### config.mk
export PLATFORM = sky130hd
export DESIGN_NAME = counter_monitor
export DESIGN_NICKNAME = d
export VERILOG_FILES = /design/src/rtl/counter_monitor_pkg.sv /design/src/rtl/counter_monitor.sv
export SDC_FILE = /design/constraint.sdc
export NUM_CORES = 1
export LEC_CHECK = 0
export ABC_CLOCK_PERIOD_IN_PS = 2500
export CELL_PAD_IN_SITES_DETAIL_PLACEMENT = 1
export CELL_PAD_IN_SITES_GLOBAL_PLACEMENT = 2
export CORE_MARGIN = 4
export CORE_UTILIZATION = 30
export CTS_CLUSTER_DIAMETER = 30
export DETAILED_ROUTE_END_ITERATION = 7
export HOLD_SLACK_MARGIN = 0.12
export PLACE_DENSITY = 0.84
export RECOVER_POWER = 100
export SETUP_SLACK_MARGIN = 0.02
export SLEW_MARGIN = 40
export SYNTH_ARGS = -nofsm -noshare
export SYNTH_HDL_FRONTEND = slang
export SYNTH_SLANG_ARGS = --single-unit
### constraint.sdc
create_clock -name clk -period 2.5 [get_ports clk]
set_input_delay 0.5 -clock clk [delete_from_list [all_inputs] [get_ports clk]]
set_output_delay 0.5 -clock clk [all_outputs]
set_load 0.02 [all_outputs]
### src/rtl/counter_monitor_pkg.sv
// Shared types and constants for the counter monitor: FSM encoding and error-count sizing.
package counter_monitor_pkg;

  typedef enum logic [1:0] {
    ST_HUNT    = 2'd0,
    ST_ACQUIRE = 2'd1,
    ST_LOCKED  = 2'd2
  } state_e;

  localparam int              ERR_CNT_W   = 16;
  localparam logic [ERR_CNT_W-1:0] ERR_CNT_MAX = 16'hFFFF;

endpackage

### src/rtl/counter_monitor.sv
// Watches a free-running counter, locks onto a clean +1 sequence, and reports
// mismatches and restarts-to-zero with registered, one-cycle-latency outputs.
module counter_monitor
  import counter_monitor_pkg::*;
#(
  parameter int WIDTH      = 8,
  parameter int LOCK_COUNT = 4,
  parameter int LOSS_COUNT = 2
) (
  input  logic                 clk,
  input  logic                 reset,
  input  logic [WIDTH-1:0]     value,
  input  logic                 sample_en,
  input  logic                 err_clr,
  output logic                 locked,
  output logic                 err,
  output logic                 restart,
  output logic [ERR_CNT_W-1:0] err_count,
  output logic [WIDTH-1:0]     last_value
);

  localparam int RUN_W  = $clog2(LOCK_COUNT) + 1;
  localparam int MISS_W = $clog2(LOSS_COUNT) + 1;

  state_e               r_state;
  logic [RUN_W-1:0]     r_run;
  logic [MISS_W-1:0]    r_miss;
  logic                 r_primed;
  logic                 r_locked;
  logic                 r_err;
  logic                 r_restart;
  logic [ERR_CNT_W-1:0] r_err_count;
  logic [WIDTH-1:0]     r_last;

  logic [WIDTH-1:0]  w_expected;
  logic              w_good;
  logic              w_restart;
  logic              w_mismatch;
  logic [RUN_W-1:0]  w_run_nxt;
  logic [MISS_W-1:0] w_miss_nxt;

  // All-ones -> 0 is a normal wrap; only a jump to 0 from elsewhere is a restart.
  assign w_expected = r_last + 1'b1;
  assign w_good     = (value == w_expected);
  assign w_restart  = r_primed && (value == '0) && (w_expected != '0);
  assign w_mismatch = sample_en && (r_state == ST_LOCKED) && !w_good && !w_restart;
  assign w_run_nxt  = r_run + 1'b1;
  assign w_miss_nxt = r_miss + 1'b1;

  always_ff @(posedge clk or negedge reset) begin
    if (!reset) begin
      r_state     <= ST_HUNT;
      r_run       <= '0;
      r_miss      <= '0;
      r_primed    <= 1'b0;
      r_locked    <= 1'b0;
      r_err       <= 1'b0;
      r_restart   <= 1'b0;
      r_err_count <= '0;
      r_last      <= '0;
    end else begin
      r_err     <= w_mismatch;
      r_restart <= sample_en && w_restart;

      // A clear coinciding with a new error leaves that error counted.
      if (err_clr)
        r_err_count <= w_mismatch ? ERR_CNT_W'(1) : '0;
      else if (w_mismatch && (r_err_count != ERR_CNT_MAX))
        r_err_count <= r_err_count + 1'b1;

      if (sample_en) begin
        r_last   <= value;
        r_primed <= 1'b1;
        if (w_restart) begin
          r_state  <= ST_ACQUIRE;
          r_run    <= '0;
          r_miss   <= '0;
          r_locked <= 1'b0;
        end else begin
          case (r_state)
            ST_HUNT: begin
              r_state <= ST_ACQUIRE;
              r_run   <= '0;
            end
            ST_ACQUIRE: begin
              if (w_good) begin
                r_run <= w_run_nxt;
                if (w_run_nxt == RUN_W'(LOCK_COUNT)) begin
                  r_state  <= ST_LOCKED;
                  r_locked <= 1'b1;
                  r_miss   <= '0;
                end
              end else begin
                r_run <= '0;
              end
            end
            ST_LOCKED: begin
              if (w_good) begin
                r_miss <= '0;
              end else if (w_miss_nxt == MISS_W'(LOSS_COUNT)) begin
                r_state  <= ST_HUNT;
                r_locked <= 1'b0;
                r_miss   <= '0;
                r_run    <= '0;
              end else begin
                r_miss <= w_miss_nxt;
              end
            end
            default: begin
              r_state  <= ST_HUNT;
              r_locked <= 1'b0;
              r_run    <= '0;
              r_miss   <= '0;
            end
          endcase
        end
      end
    end
  end

  assign locked     = r_locked;
  assign err        = r_err;
  assign restart    = r_restart;
  assign err_count  = r_err_count;
  assign last_value = r_last;

endmodule

# Word-level counts from Yosys, hierarchy flattened
# Index checks and enable logic that the tools add are counted.
# Widths: inputs -> output; s select.
[op_classes]
addsub = 4
eq_ne = 11
n_reduce_logical = 17
n_mux = 26
[ops]
columns = ["op", "count"]
rows = [
  ["$mux 16", 2],
  ["$mux 2", 10],
  ["$add 16x1->16 const B", 1],
  ["$ne 16x16->1 const B", 1],
  ["$mux 3", 4],
  ["$pmux 2 s3", 2],
  ["$ne 3x3->1 const B", 3],
  ["$add 8x1->8 const B", 1],
  ["$eq 8x8->1", 1],
  ["$logic_not 8->1", 1],
  ["$reduce_bool 8->1", 1],
  ["$logic_and 1x1->1", 7],
  ["$mux 1", 6],
  ["$pmux 3 s2", 1],
  ["$reduce_and 6->1", 1],
  ["$reduce_and 5->1", 1],
  ["$eq 2x2->1 const B", 2],
  ["$reduce_and 4->1", 1],
  ["$add 3x1->3 const B", 1],
  ["$eq 3x3->1 const B", 1],
  ["$ne 3x2->1 const B", 1],
  ["$pmux 1 s3", 1],
  ["$reduce_and 3->1", 1],
  ["$add 2x1->2 const B", 1],
  ["other kinds (5)", 6],
]
[totals]
word_cells = 67
ff_bits = 35

# Depth between registers and ports, before layout
# Gate-level depths: netlist of run 1.
[logic_depth]
ltp_word = 8
depth_mapped = 9
mapped_depth_nobuf = 7

# Worst setup path after synthesis of run 1
# Ideal clock, no wire load.
[synth_timing]
path_type = "reg2reg"
startpoint = "register r_last[0] (netlist: last_value[0])"
endpoint = "register r_err_count[12] (netlist: err_count[12])"
stages_incl_launch_ff = 10
n_path_buf = 2
arrival_ps = 2498
path_slack_ps = -125
setup_ps = 128
cell_sequence = "dfrtp_1 -> ha_1 -> and2_1 -> a211o_1 -> a31o_2 -> and4_1 -> buf_2 -> buf_6 -> nor4_2 -> mux2_1"
[synth_between]
elab_chain_cells = 7
elab_cells_between_ends = 10
classes_between = "add/sub: 1; eq/ne: 1; reduce/logical: 8"
[synth_lines]
columns = ["item", "line", "text"]
rows = [
  ["from (decl)", "counter_monitor.sv:33", "logic [WIDTH-1:0] r_last;"],
  ["from (signal assigned)", "counter_monitor.sv:72", "r_last <= value;"],
  ["$add 8x1->8 (*)", "counter_monitor.sv:43", "assign w_expected = r_last + 1'b1;"],
  ["$eq 8x8->1 or $reduce_bool 8->1 (tied branches)", "counter_monitor.sv:44, counter_monitor.sv:45", ""],
  ["$logic_not 1->1 or $logic_and 1x1->1 (tied branches)", "counter_monitor.sv:46, counter_monitor.sv:45", ""],
  ["$logic_and 1x1->1 or $logic_not 1->1 (tied branches)", "counter_monitor.sv:46", "assign w_mismatch = sample_en && (r_state == ST_LOCKED) && !w_good && !w_restart;"],
  ["$logic_and 1x1->1 (*)", "counter_monitor.sv:46", ""],
  ["$logic_and 1x1->1 (*)", "counter_monitor.sv:68", "else if (w_mismatch && (r_err_count != ERR_CNT_MAX))"],
  ["$reduce_bool 2->1 (no source line) (*)", "-", ""],
  ["to (signal assigned)", "counter_monitor.sv:67", "r_err_count <= w_mismatch ? ERR_CNT_W'(1) : '0;"],
  ["to (signal assigned)", "counter_monitor.sv:69", "r_err_count <= r_err_count + 1'b1;"],
  ["to (decl)", "counter_monitor.sv:32", "logic [ERR_CNT_W-1:0] r_err_count;"],
]
# Every way passes the cells marked *; elsewhere a longest branch is shown, timed or not.
# A chain may end at the register's enable or synchronous reset.

# Worst setup path after layout of run 1
[layout_timing]
startpoint = "register r_last[0] (netlist: last_value[0])"
endpoint = "register r_err_count[1] (netlist: err_count[1])"
# Same word-level chain as after synthesis.

==> reports/qor.txt, run 1 <==
Status: finished with violations
Violated checks: max-capacitance violations, max-slew violations
Hold Vio Cnt, Final: 0
Dpl cells: 396
GRT Util Overall: 16.6%
Synth top area share: 38.9%
Clock Skew: 0.00926 ns
Fmax: 0.407 GHz
H-tree Lvls: 2
Area growth syn-to-layout: 45.6%
RePlAce Congestion: 0.797
Vias per inst: 5.23
Post-synth top flop: dfrtp_1
Final #Nets: 328
Worst Hold Class: register to register
Design Area, Final: 0.00328 mm^2
EDFF count, synth: 0
Max Cap Viol: 1
CP Launch Type: register
Starting DRT DRC Count: 30
Final worst setup slack: 0.0401 ns
Slew Viols, Final: 36
DIE AREA: 0.00895 mm^2
DRT Pass-1 Iters: 4
Least-Margin Pin Slew: 1.95 ns
CTS tree: built
Core Util, Final: 45.0%
First-pass GRT wire length: 11700 um
Total wire length: 6850 um
Critical Path RT: 2.74 ns
# IOs: 39
Largest net degree at the start of global routing: 36
RSZ-0062 raised after global routing: true
Vias in the first global route: 2327
Buf/Inv on CP: 1
Sequential fraction of the synthesis area: 38.9%
Ant. Diodes: 0
Synth Warn #: 0
Critical-path cell list: ha_4 > and2_4 > a211o_1 > a31o_4 > and4_4 > bufbuf_16 > or4b_1 > a21oi_2
Crit path largest cell delay: 0.53 ns
Initial antenna violation count: 0
Syn Area/Cell: 9.58 um^2
Remaining Overflow, GRT: 0
CP Class: register to register
Crit share post-route: 98.4%
FP Rows: 31
Post-DP HPWL: 4960 um
Worst slew margin: -29.8%
IO Port Bufs: 38
Worst-path clk slew: 0.09 ns
Per-cell routed wire length: 16.6 um
DRC violation count after routing: 0
Post-Syn Area: 0.00225 mm^2
Non-Filler Instances: 412
Library cells used by synthesis: 50
Post-Synthesis Cells: 235
CP max-delay cell: or4b_1
Clk Tree Root Cell: clkbuf_8
Final setup fails: 0
Max IR drop VDD: 0.268 mV
Hold-fix buffers, CTS: 0
Crit. End Element: register
Leading area contributor after synthesis: dfrtp_1
Die extent in y: 94.6 um
Initial Utilization: 30.9%
#FFs+latches synth: 35
CP Max Fanout: 10
CP top delay family: simple AND/OR/NAND/NOR gates
Min Tclk post-route: 2.46 ns
LEAKAGE: 0.00142 uW
Cell Area, Placed: 0.00299 mm^2
Via count: 2154
Clock Path Buffers: 2
CP Data Arrival Time: 2.70 ns
CTS Sinks: 35
PD cells: 410 mW/mm^2
Antenna viol nets, final: 0
Syn nets: 251
Synth top area cells: dfrtp_1 39%, mux2_2 4.5%, mux2_1 3.5%
CORE AREA: 0.00729 mm^2
Ys async rst share: 100%
Layout cell share with drive strength beyond 1: 28.8%
Die W: 94.6 um
Number of CTS-inserted buffers: 5
Clk Latency, worst-skew pair: 0.30 ns
Place WS: -0.521 ns
placed cells by master, fill, tap and decap left out, types with 9 or more instances in the layout:
cell type	netlist	routed
mux2_2	9	9
buf_4	0	37
nor3_1	10	9
dfrtp_1	35	32
a21oi_1	12	10
dlygate4sd3_1	0	28
nor2_1	15	15
nand2_1	17	16
nand3_1	12	11
layout make-up:
type / instances / area [um^2]
Fill cell: 866 / 4010
Multi-Input combinational cell: 183 / 1410
Sequential cell: 35 / 880
Timing Repair Buffer: 80 / 741
Tap cell: 99 / 124
Clock buffer: 7 / 86.3
Inverter: 7 / 26.3
Clock inverter: 1 / 8.76
cells by family after synthesis:
group                    synth area share, %
multiplexers                            8.00
AND/OR/NAND/NOR                         29.1
adder cells (fa/ha/maj)                 2.22
flip-flops                              38.9
AO/OA/AOI/OAI                           14.6
XOR/XNOR                                3.78
buffers and inverters                   3.39
worst paths after layout:
path                                     from             to  slack (ns)  cells past startpoint
min in group asynchronous               reset   err_count[7]        0.74                      1
worst min-delay path                r_miss[1]      r_miss[1]        0.51                      1
worst min register to register      r_miss[1]      r_miss[1]        0.51                      1
max in group asynchronous               reset  last_value[0]        0.50                      1
worst max register to register  last_value[0]   err_count[1]        0.04                      8
worst max-delay path            last_value[0]   err_count[1]        0.04                      8
where the power goes:
part           switching (uW)  leakage, uW  total (uW)  internal (uW)
sequential               20.2     0.000460         601            581
combinational             139     0.000909         280            140
clock                     237    0.0000484         463            226
total                     396      0.00142        1340            947
routing by layer:
layer  up-vias  GRT usage, %  part of all wire [%]
met1      1065          20.4                    43
met2        43          30.2                    52
met3         8          3.19                   3.6
met5         -             0                     0
li1       1038             -                     -
met4         0          3.25                  0.73
synthesized netlist by cell type, types with 2 or more instances:
master,count
dfrtp_1,35
nand2_1,17
nor2_1,15
a21oi_1,12
nand3_1,12
nor3_1,10
mux2_2,9
inv_1,7
mux2_1,7
or3_1,7
or4_1,7
and4_1,6
nor2b_1,6
o21ai_0,6
o31ai_1,6
clkbuf_1,5
nand2b_1,5
xnor2_1,5
buf_2,4
ha_1,4
nand4_1,4
a21o_1,3
and3_1,3
nor4_1,3
nor4_2,3
nor4b_1,3
a211o_1,2
a211oi_1,2
a22o_1,2
a31o_2,2
and2_1,2
or4b_1,2
xor2_1,2
state kept, by name, indices dropped and copies added, names as in the netlist:
signal,flops
err,1
err_count,16
last_value,8
locked,1
r_miss,2
r_primed,1
r_run,3
r_state,2
restart,1
what timing repair did:
| item | CTS | global route |
|---|---|---|
| pin swaps | 9 | 6 |
| setup buffers | 2 | 5 |
| gates cloned | 1 | 0 |
| gates resized for setup | 12 | 17 |
| setup endpoints to repair | 18 | 18 |
metrics by stage:
stage	hold slack [ns]	TNS (ns)	power, uW
floorplan	0.204	0	731
global placement	0.460	-7.27	859
detailed placement	0.493	-7.99	866
CTS	0.167	0	1350
global route	0.519	-0.273	1420
finish	0.507	0	1340
(Power assumes the default switching activity.)
==> run 2: changes to the inputs <==
--- a/config.mk
+++ b/config.mk
@@ -8,13 +8,13 @@
 export ABC_CLOCK_PERIOD_IN_PS = 2500
 export CELL_PAD_IN_SITES_DETAIL_PLACEMENT = 1
 export CELL_PAD_IN_SITES_GLOBAL_PLACEMENT = 2
-export CORE_MARGIN = 4
 export CORE_UTILIZATION = 30
 export CTS_CLUSTER_DIAMETER = 30
 export DETAILED_ROUTE_END_ITERATION = 7
 export HOLD_SLACK_MARGIN = 0.12
 export PLACE_DENSITY = 0.84
 export RECOVER_POWER = 100
+export REMOVE_ABC_BUFFERS = 1
 export SETUP_SLACK_MARGIN = 0.02
 export SLEW_MARGIN = 40
 export SYNTH_ARGS = -nofsm -noshare
==> reports/qor.txt, run 2 (synthesis results as in run 1) <==
Status: finished with violations
Violated checks: max-capacitance violations, max-slew violations
Cell Area, Placed: 0.00297 mm^2
DRT Pass-1 Iters: 4
Total Neg Setup Slack: 0 ns
Die W: 88.6 um
Critical Path RT: 2.73 ns
# IOs: 39
DRC violation count after routing: 0
Post-DP HPWL: 4800 um
DIE AREA: 0.00785 mm^2
Non-Filler Instances: 411
Initial Utilization: 31.0%
FP Rows: 31
PD cells: 399 mW/mm^2
CTS Sinks: 35
Fmax: 0.410 GHz
Worst slew margin: -29.8%
Max IR drop VDD: 0.245 mV
Clk Tree Root Cell: clkbuf_8
Worst flop-to-flop path endpoint: err_count[11]
Final #Nets: 327
Area growth syn-to-layout: 44.7%
Max Cap Viol: 1
Die extent in y: 88.6 um
CTS tree: built
Hold Vio Cnt, Final: 0
IO Port Bufs: 38
Total wire length: 6780 um
Largest net degree at the start of global routing: 36
Most common cell after layout, fill and taps aside: buf_4
RR Startpoint: last_value[1]
CP Class: register to register
Clock Path Buffers: 2
Register-to-register setup slack: 0.06 ns
Clk Latency, worst-skew pair: 0.29 ns
Worst Hold Class: register to register
Worst hold stages: 1
Overall Power: 1300 uW
H-tree Lvls: 2
Clock Skew: 0.00947 ns
Slew Viols, Final: 36
Crit share post-route: 97.5%
Via count: 2152
HP Start: r_primed
Least-Margin Pin Slew: 1.95 ns
Final setup fails: 0
Largest register FFs: 16
Antenna viol nets, final: 0
Dpl cells: 396
Worst-path clk slew: 0.08 ns
LEAKAGE: 0.00140 uW
Ant. Diodes: 0
RSZ-0062 raised after global routing: true
Min Tclk post-route: 2.44 ns
CP Data Arrival Time: 2.66 ns
RePlAce Congestion: 0.792
Design Area, Final: 0.00326 mm^2
WHS Endpoint: r_primed
Cell count of the worst reg-to-reg path: 9
CP Max Fanout: 19
CP Launch Type: register
CP max-delay cell: or4_4
Number of CTS-inserted buffers: 5
Crit. End Element: register
CORE AREA: 0.00725 mm^2
Layout cell share with drive strength beyond 1: 28.8%
Vias in the first global route: 2296
First-pass GRT wire length: 11200 um
Remaining Overflow, GRT: 0
Starting DRT DRC Count: 36
Crit path largest cell delay: 0.50 ns
Vias per inst: 5.24
Initial antenna violation count: 0
Per-cell routed wire length: 16.5 um
GRT Util Overall: 18.5%
Highest-count cells in the layout ignoring fill and taps: 35 x buf_4, 34 x dfrtp_1, 28 x dlygate4sd3_1
Critical-path cell list: ha_4 > and2_4 > a211o_1 > a31o_4 > and4_4 > buf_12 > buf_4 > or4_4 > a21oi_2
[run 2: cell count changes in the layout (fill, tap and decap cells not counted), sizes merged]
cell | previous run | this run
bufbuf | 1 | 0
clkbuf | 8 | 7
dlygate4sd2 | 2 | 0
clkinvlp | 0 | 1
clkdlybuf4s50 | 5 | 7
[run 2: layout make-up]
| type | count | area (um^2) |
|---|---|---|
| inverters | 7 | 26.3 |
| repair buffers | 79 | 718 |
| clock inverters | 2 | 12.5 |
| flip-flops and latches | 35 | 877 |
| multi-input cells | 183 | 1430 |
| clock buffers | 6 | 72.6 |
| fillers | 843 | 4000 |
| well taps | 99 | 124 |
[run 2: what timing repair did]
| item | CTS | global route |
|---|---|---|
| cloned | 0 | 0 |
| setup buffers | 2 | 5 |
| hold endpoints to repair | 0 | 0 |
| setup endpoints to repair | 16 | 19 |
| pin swaps | 9 | 14 |
| gates resized for setup | 11 | 24 |
| hold buffers | 0 | 0 |
[run 2: worst max-delay path by stage]
stage,start,endpoint,slack [ns],cells after the start
6_report,last_value[1],err_count[11],0.06,9
3_3_place_gp,value[6],err_count[9],-0.36,10
5_1_grt,last_value[0],err_count[11],-0.0004,9
3_5_place_dp,value[6],err_count[9],-0.44,10
4_1_cts,last_value[0],err_count[9],-0.002,9
2_1_floorplan,last_value[0],err_count[2],-0.34,7
[run 2: power breakdown]
part	leakage, uW	internal, uW	total [uW]	switching, uW
Clock	0.0000412	195	418	223
Combinational	0.000897	142	285	143
Sequential	0.000462	580	598	17.8
[run 2: worst max-delay path, delay by kind of cell (launching register included)]
| kind | cells | cell delay [ns] |
|---|---|---|
| buffers and inverters | 2 | 0.29 |
| AND/OR/NAND/NOR | 3 | 0.82 |
| adder cells (fa/ha/maj) | 1 | 0.19 |
| AO/OA/AOI/OAI | 3 | 0.63 |
| flip-flops | 1 | 0.42 |
[run 2: metal layers]
layer | share of wire, % | up-vias | wire length [um] | GRT usage (%)
li1 | - | 1031 | - | -
met1 | 43 | 1078 | 2890 | 22.1
met2 | 54 | 36 | 3660 | 34.3
met3 | 2.6 | 7 | 179 | 3.45
met4 | 0.71 | 0 | 48 | 4.40
met5 | 0 | - | 0 | 0
[run 2: per-stage QoR]
step                      worst slack [ns]  hold WS [ns]  util, %
after floorplan                     -0.340         0.204        -
after global placement              -0.360         0.447     40.9
after detailed placement            -0.440         0.450     41.0
after global routing             -0.000385         0.496     44.9
final                               0.0629         0.469     44.9
after CTS                         -0.00182         0.174     43.1
==> run 3: changes to the inputs <==
--- a/config.mk
+++ b/config.mk
@@ -5,14 +5,14 @@
 export SDC_FILE = /design/constraint.sdc
 export NUM_CORES = 1
 export LEC_CHECK = 0
-export ABC_CLOCK_PERIOD_IN_PS = 2500
+export ABC_CLOCK_PERIOD_IN_PS = 2860
 export CELL_PAD_IN_SITES_DETAIL_PLACEMENT = 1
 export CELL_PAD_IN_SITES_GLOBAL_PLACEMENT = 2
-export CORE_UTILIZATION = 30
+export CORE_UTILIZATION = 35
 export CTS_CLUSTER_DIAMETER = 30
 export DETAILED_ROUTE_END_ITERATION = 7
 export HOLD_SLACK_MARGIN = 0.12
-export PLACE_DENSITY = 0.84
+export PLACE_DENSITY = 0.91
 export RECOVER_POWER = 100
 export REMOVE_ABC_BUFFERS = 1
 export SETUP_SLACK_MARGIN = 0.02
==> constraint.sdc (replaced) <==
create_clock -name clk -period 2.86 [get_ports clk]
set_input_delay 0.572 -clock clk [delete_from_list [all_inputs] [get_ports clk]]
set_output_delay 0.572 -clock clk [all_outputs]
set_load 0.02 [all_outputs]
==> reports/qor.txt, run 3 (synthesis results as in run 1) <==
Post-DP HPWL: 4760 um
Antenna viol nets, final: 0
Highest-count cells in the layout ignoring fill and taps: 35 x dfrtp_1, 28 x dlygate4sd3_1, 17 x nand2_1
Starting DRT DRC Count: 84
CP Class: input port to register
Final #Nets: 304
RePlAce Congestion: 0.793
Worst slew margin: -29.0%
Number of CTS-inserted buffers: 5
LEAKAGE: 0.00124 uW
Clock Path Buffers: 2
Die extent in y: 82.2 um
Violated checks: max-capacitance violations, max-slew violations
Min Tclk post-route: 2.71 ns
Layout cell share with drive strength beyond 1: 13.5%
Clk Tree Root Cell: clkbuf_8
CP Launch Type: input port
DIE AREA: 0.00676 mm^2
Critical Path RT: 3.04 ns
WHS: 0.484 ns
Initial Utilization: 37.1%
Per-cell routed wire length: 17.5 um
Least-Margin Pin Slew: 1.93 ns
Hold-fix buffers, CTS: 0
Total wire length: 6360 um
Die W: 82.2 um
CP max-delay cell: clkdlybuf4s50_1
CP Data Arrival Time: 2.88 ns
Design Area, Final: 0.00291 mm^2
Status: finished with violations
# IOs: 39
FP Rows: 28
Most common cell after layout, fill and taps aside: dfrtp_1
Initial antenna violation count: 0
Critical-path cell list: clkdlybuf4s50_1 > clkbuf_1 > xnor2_1 > or4b_1 > nand4_1 > and4_1 > buf_12 > nor4_1 > mux2_1
CORE AREA: 0.00606 mm^2
Remaining Overflow, GRT: 0
Clock Skew: 0.00737 ns
Area growth syn-to-layout: 29.1%
PD cells: 409 mW/mm^2
Max IR drop VDD: 0.203 mV
Max Cap Viol: 1
Cell Area, Placed: 0.00283 mm^2
Worst Hold Class: register to register
Hold Vio Cnt, Final: 0
H-tree Lvls: 2
Via count: 2044
Crit share post-route: 94.7%
CP Max Fanout: 23
Ant. Diodes: 0
Crit. End Element: register
GRT Util Overall: 21.5%
Clk Latency, worst-skew pair: 0.29 ns
DRC violation count after routing: 0
IO Port Bufs: 38
Largest net degree at the start of global routing: 36
First-pass GRT wire length: 10900 um
Final setup fails: 0
Vias in the first global route: 2148
Fmax: 0.369 GHz
Largest register FFs: 16
CTS Sinks: 35
Vias per inst: 5.62
RSZ-0062 raised after global routing: false
Slew Viols, Final: 36
Crit path largest cell delay: 0.49 ns
Worst-path clk slew: 0.08 ns
DRT Pass-1 Iters: 4
CTS tree: built
run 3: cell count changes in the layout (fill, tap and decap cells not counted), sizes merged:
| cell | delta |
|---|---|
| buf | -28 |
| clkbuf | +5 |
| clkdlybuf4s50 | +2 |
| dlymetal6s2s | -2 |
| bufinv | +1 |
| clkinvlp | -1 |
run 3: power by group:
group | leakage, uW | switching [uW] | internal [uW]
Sequential | 0.000463 | 20.0 | 507
Combinational | 0.000711 | 103 | 88.7
Clock | 0.0000612 | 187 | 282
Total | 0.00124 | 309 | 878
run 3: final timing paths:
check | from | end | slack, ns | depth (start not counted)
worst min register to register | r_miss[1] | r_miss[1] | 0.48 | 1
worst max register to register | last_value[0] | err_count[11] | 0.21 | 8
worst max-delay path | value[6] | err_count[15] | 0.15 | 9
min in group asynchronous | reset | last_value[1] | 0.81 | 1
max in group asynchronous | reset | last_value[2] | 0.92 | 1
worst min-delay path | r_miss[1] | r_miss[1] | 0.48 | 1
run 3: area by class of cell:
| class | instances | area, um^2 |
|---|---|---|
| Tap cell | 75 | 93.8 |
| Inverter | 7 | 26.3 |
| Clock buffer | 6 | 82.6 |
| Clock inverter | 2 | 35.0 |
| Timing Repair Buffer | 56 | 519 |
| Sequential cell | 35 | 876 |
| Fill cell | 705 | 3160 |
| Multi-Input combinational cell | 183 | 1270 |
run 3: per-stage QoR:
step	worst slack (ns)	power (uW)	cells	utilization (%)	TNS [ns]
2_1_floorplan	0.0202	627	225	-	0
3_3_place_gp	-0.0982	729	356	46.7	-0.708
3_5_place_dp	-0.158	736	356	46.7	-1.57
4_1_cts	0.143	1210	364	48.7	0
5_1_grt	0.0263	1240	364	47.9	0
6_report	0.152	1190	364	47.9	0
run 3: what timing repair did:
action                                  in CTS  in global routing
gates resized for setup                      0                  1
hold endpoints to repair                     0                  0
buffers inserted                             0                  0
endpoints found under the setup margin       0                  1
run 3: critical path: cells and delay by family:
family / cells / cell delay, ns
XOR/XNOR: 1 / 0.18
buffers and inverters: 3 / 0.82
multiplexers: 1 / 0.36
AND/OR/NAND/NOR: 4 / 0.93
run 3: layer usage:
metal  share of wire [%]  global-route usage (%)  wire length (um)
met1                  47                    28.5              3020
met2                  50                    36.0              3160
met3                 1.8                    3.08               113
met4                 1.1                    6.84                67
met5                   0                       0                 0
==> patch 1, RTL diff (settings of run 1) <==
The output `err` loses its register stage (`r_err` becomes a continuous assignment).
--- a/src/rtl/counter_monitor.sv
+++ b/src/rtl/counter_monitor.sv
@@ -55,10 +55,8 @@
       r_primed    <= 1'b0;
       r_locked    <= 1'b0;
-      r_err       <= 1'b0;
       r_restart   <= 1'b0;
       r_err_count <= '0;
       r_last      <= '0;
     end else begin
-      r_err     <= w_mismatch;
       r_restart <= sample_en && w_restart;
 
@@ -119,4 +117,6 @@
   end
 
+  assign r_err = w_mismatch;
+
   assign locked     = r_locked;
   assign err        = r_err;
Check against the original RTL: not equivalent (a bounded check fails within 10 cycles, from zero or initial values and one cycle with reset low).
==> patch 1 against run 1 <==
Cell area fell by 0.23%. Fmax fell by 11%. Area after synthesis fell by 1.1%. Total power fell by 1.9%. Largest power group unchanged. Setup slack got worse by 0.29 ns. Combinational power rose by 13%. Sequential power fell by 3%. Clock skew fell by 0.0014 ns. Worst hold slack got worse by 0.015 ns. Sequential cell count fell by 1. Wire length rose by 2.8%. The run ends with setup timing left. Critical path depth did not move. Global-route usage fell by 0.30 points.
==> patch 1: results <==
{
  "drt_iter0_markers": 98,
  "vias": 2191,
  "synth_xor_area_frac": 0.0382,
  "grt_pass1_wl_microns": 11500,
  "r2r_end": "r_run[1]$_DFFE_PN0P_",
  "ir_drop_uv": 266,
  "intPower_uw": 940,
  "clk_latency_ns": 0.29,
  "synth-compound-area-share": 0.147,
  "nets": 332,
  "gp_congestion": 0.798,
  "skew_ns": 0.00782,
  "status": "finished with violations",
  "ctsResizeCount": 21,
  "grt_use_met3": 0.0288,
  "grt_max_degree": 35,
  "grt_pass1_vias": 2273,
  "p_clk_uw": 419,
  "drive_gt1_frac": 0.311,
  "ys_types": 50,
  "synth_common_cells": "34 x dfrtp_1, 17 x nand2_1, 15 x nor2_1",
  "wire_per_inst_microns": 17.0,
  "rrSetupSlack_ns": -0.08,
  "place_area_sq_um": 3020,
  "yosysSeqAreaShare": 0.382,
  "postCtsSetupRepairBufs": 9,
  "synth_adder_area_share": 0.0225,
  "syn-num-nets": 250,
  "dp_hpwl_microns": 5070,
  "p_per_area_nw_per_um2": 403,
  "fillers": 853,
  "cpMaxStageDelayCell": "dfrtp_2",
  "pg_seq_uw": 582,
  "worstRegToRegCells": 13,
  "path_delay_family": "simple AND/OR/NAND/NOR gates",
  "yosys-top-cells-area": "dfrtp_1 38%, mux2_2 4.6%, mux2_1 3.5%, nand2_1 2.9%, a21oi_1 2.7%",
  "met1_usage": 0.199,
  "track_usage": 0.163,
  "setup_ws_ns": -0.254,
  "gr-usage-met2": 0.299,
  "cts.clk_slew.worst_paths_ns": 0.07,
  "arrival_ns": 2.25,
  "p_leak_uw": 0.00140,
  "endpoint": "err",
  "wl_met3_microns": 184,
  "met1_length_microns": 3000,
  "violations": "setup timing",
  "setup.worst_path.start": "last_value[1]$_DFFE_PN0P_",
  "worst_slew_pin_slew_ns": 0.915,
  "worstPathMaxFanout": 6,
  "setup_viol": 10,
  "synth_mux_area_frac": 0.0809,
  "routed-wl-met2_microns": 3800
}
-- patch 1: area by class of cell --
class,instances,area (sq um),share of cell area
multi-input cells,183,1430,0.438
well taps,99,124,0.0379
inverters,7,28.8,0.00880
clock buffers,6,82.6,0.0252
repair buffers,85,748,0.229
flip-flops and latches,34,855,0.261
-- patch 1: metrics by stage --
step | setup TNS, ns | util | hold slack, ns | worst slack, ns | instances
global placement | -8.78 | 0.419 | 0.454 | -0.833 | 403
CTS | -1.79 | 0.444 | 0.488 | -0.392 | 412
global route | -2.05 | 0.453 | 0.523 | -0.330 | 414
floorplan | -0.158 | - | 0.204 | -0.158 | 234
finish | -0.701 | 0.453 | 0.492 | -0.254 | 414
detailed placement | -9.35 | 0.419 | 0.459 | -0.850 | 403
==> patch 2, RTL diff (settings of run 1) <==
Made on the original files. Change the parameter `LOSS_COUNT` from 2 to 4.
--- a/src/rtl/counter_monitor.sv
+++ b/src/rtl/counter_monitor.sv
@@ -6,5 +6,5 @@
   parameter int WIDTH      = 8,
   parameter int LOCK_COUNT = 4,
-  parameter int LOSS_COUNT = 2
+  parameter int LOSS_COUNT = 4
 ) (
   input  logic                 clk,
Check against the original RTL: not equivalent (Yosys sat finds a counterexample within 10 cycles, from zero or initial values and one cycle with reset low).
==> patch 2 against run 1 <==
Setup slack improved by 0.10 ns. Critical path type is now in -> reg. Cell area fell by 13%. Utilization is 4.0 points lower. Combinational power is 25% lower. Register-to-register slack better by 0.16 ns. Total power shrank 6.8%. Wire length fell by 14%. Sequential cell count is 1 higher. Area after synthesis is 2.3% lower.
==> patch 2: results <==
{
  "nets": 296,
  "syn_area_per_cell_sq_um": 9.73,
  "hp-class": "in -> async",
  "cts.clk_slew.worst_paths_ns": 0.08,
  "vias": 1903,
  "postCtsSetupRepairBufs": 0,
  "worstRegToRegCells": 7,
  "status": "completed",
  "async_reset_ff_frac": 1.00,
  "synth_common_cells": "36 x dfrtp_1, 19 x nand2_1, 16 x a21oi_1",
  "drt_iter0_markers": 79,
  "largest_reg_flops": 16,
  "avgViaCountPerCell": 5.09,
  "grt_pass1_vias": 1968,
  "wl_microns": 5920,
  "slew_headroom": 0.356,
  "grt_antenna_before_repair": 0,
  "skew_ns": 0.00675,
  "p_leak_uw": 0.00122,
  "ys_types": 53,
  "dp.cells": 366,
  "dp_hpwl_microns": 4450,
  "track_usage": 0.146,
  "switching_share": 0.292,
  "rrSetupSlack_ns": 0.20,
  "cts_root_buf": "clkbuf_8",
  "gp_congestion": 0.811,
  "met1_length_microns": 2960,
  "fillers": 810,
  "yosysSeqAreaShare": 0.410,
  "routed-wl-met2_microns": 2780,
  "wl_met3_microns": 134,
  "top_layer": "met4",
  "drive_gt1_frac": 0.173,
  "yosys-top-cells-area": "dfrtp_1 41%, mux2_2 4.6%, ha_1 4.0%, a21oi_1 3.6%, o21ai_0 3.4%",
  "grt_max_degree": 37,
  "grt_pass1_wl_microns": 10100,
  "syn-num-nets": 245,
  "clk_latency_ns": 0.29,
  "whs_ns": 0.176,
  "worstPathMaxFanout": 12,
  "arrival_ns": 2.57,
  "ir_drop_uv": 220
}
## patch 2: per-stage QoR
stage	setup TNS, ns	area [sq um]	worst slack, ns
global route	0	2850	0.0109
global placement	-2.51	2750	-0.192
detailed placement	-4.39	2750	-0.297
CTS	0	2850	0.0544
finish	0	2850	0.143
floorplan	0	2200	0.249
## patch 2: routing by layer
metal | GRT usage | up-vias
met2 | 0.226 | 30
met4 | 0.0361 | 0
met1 | 0.209 | 946
li1 | - | 925
met5 | 0 | -
met3 | 0.0265 | 2
## patch 2: logic make-up after synthesis
| group | Yosys count | share of synthesized area |
|---|---|---|
| compound gates | 53 | 0.172 |
| flops | 36 | 0.410 |
| mux | 13 | 0.0649 |
| fa+ha+maj | 7 | 0.0398 |
| buf+inv | 19 | 0.0472 |
| xor+xnor | 11 | 0.0472 |
| simple gates | 87 | 0.219 |
## patch 2: worst paths after layout
kind / end / startpoint
worst max register to register: err_count[11]$_DFFE_PN0P_ / last_value[1]$_DFFE_PN0P_
worst min-delay path: r_run[1]$_DFFE_PN0P_ / reset
min in group clk: r_primed$_DFFE_PN0P_ / r_primed$_DFFE_PN0P_
max in group asynchronous: last_value[0]$_DFFE_PN0P_ / reset
worst min register to register: r_primed$_DFFE_PN0P_ / r_primed$_DFFE_PN0P_
worst max-delay path: err_count[11]$_DFFE_PN0P_ / value[5]
## patch 2: power by group through the flow
| stage | Combinational (uW) | Sequential [uW] | Clock (uW) |
|---|---|---|---|
| 4_1_cts | 215 | 622 | 438 |
| 2_1_floorplan | 109 | 640 | 0 |
| 6_report | 209 | 623 | 419 |
| 3_3_place_gp | 207 | 632 | 0 |
| 3_5_place_dp | 212 | 633 | 0 |
| 5_1_grt | 228 | 627 | 470 |
## patch 2: what timing repair did
action,4_1_cts,5_1_grt
resized for setup,1,7
pin swaps,0,2
endpoints found under the setup margin,2,19
## patch 2: final cells by class
| type | instances | area (sq um) | area share |
|---|---|---|---|
| Inverter | 8 | 30.0 | 0.0105 |
| Timing Repair Buffer | 55 | 488 | 0.171 |
| Tap cell | 96 | 120 | 0.0422 |
| Clock inverter | 3 | 18.8 | 0.00659 |
| Multi-Input combinational cell | 171 | 1220 | 0.428 |
| Clock buffer | 5 | 68.8 | 0.0242 |
| Sequential cell | 36 | 903 | 0.317 |
## patch 2: critical path, stage by stage
cell,delay [ns]
clkdlybuf4s50_1,0.44
xor2_1,0.16
or3_1,0.37
o2111ai_2,0.12
a211o_2,0.19
nand4_2,0.22
or3_1,0.42
a21oi_1,0.15
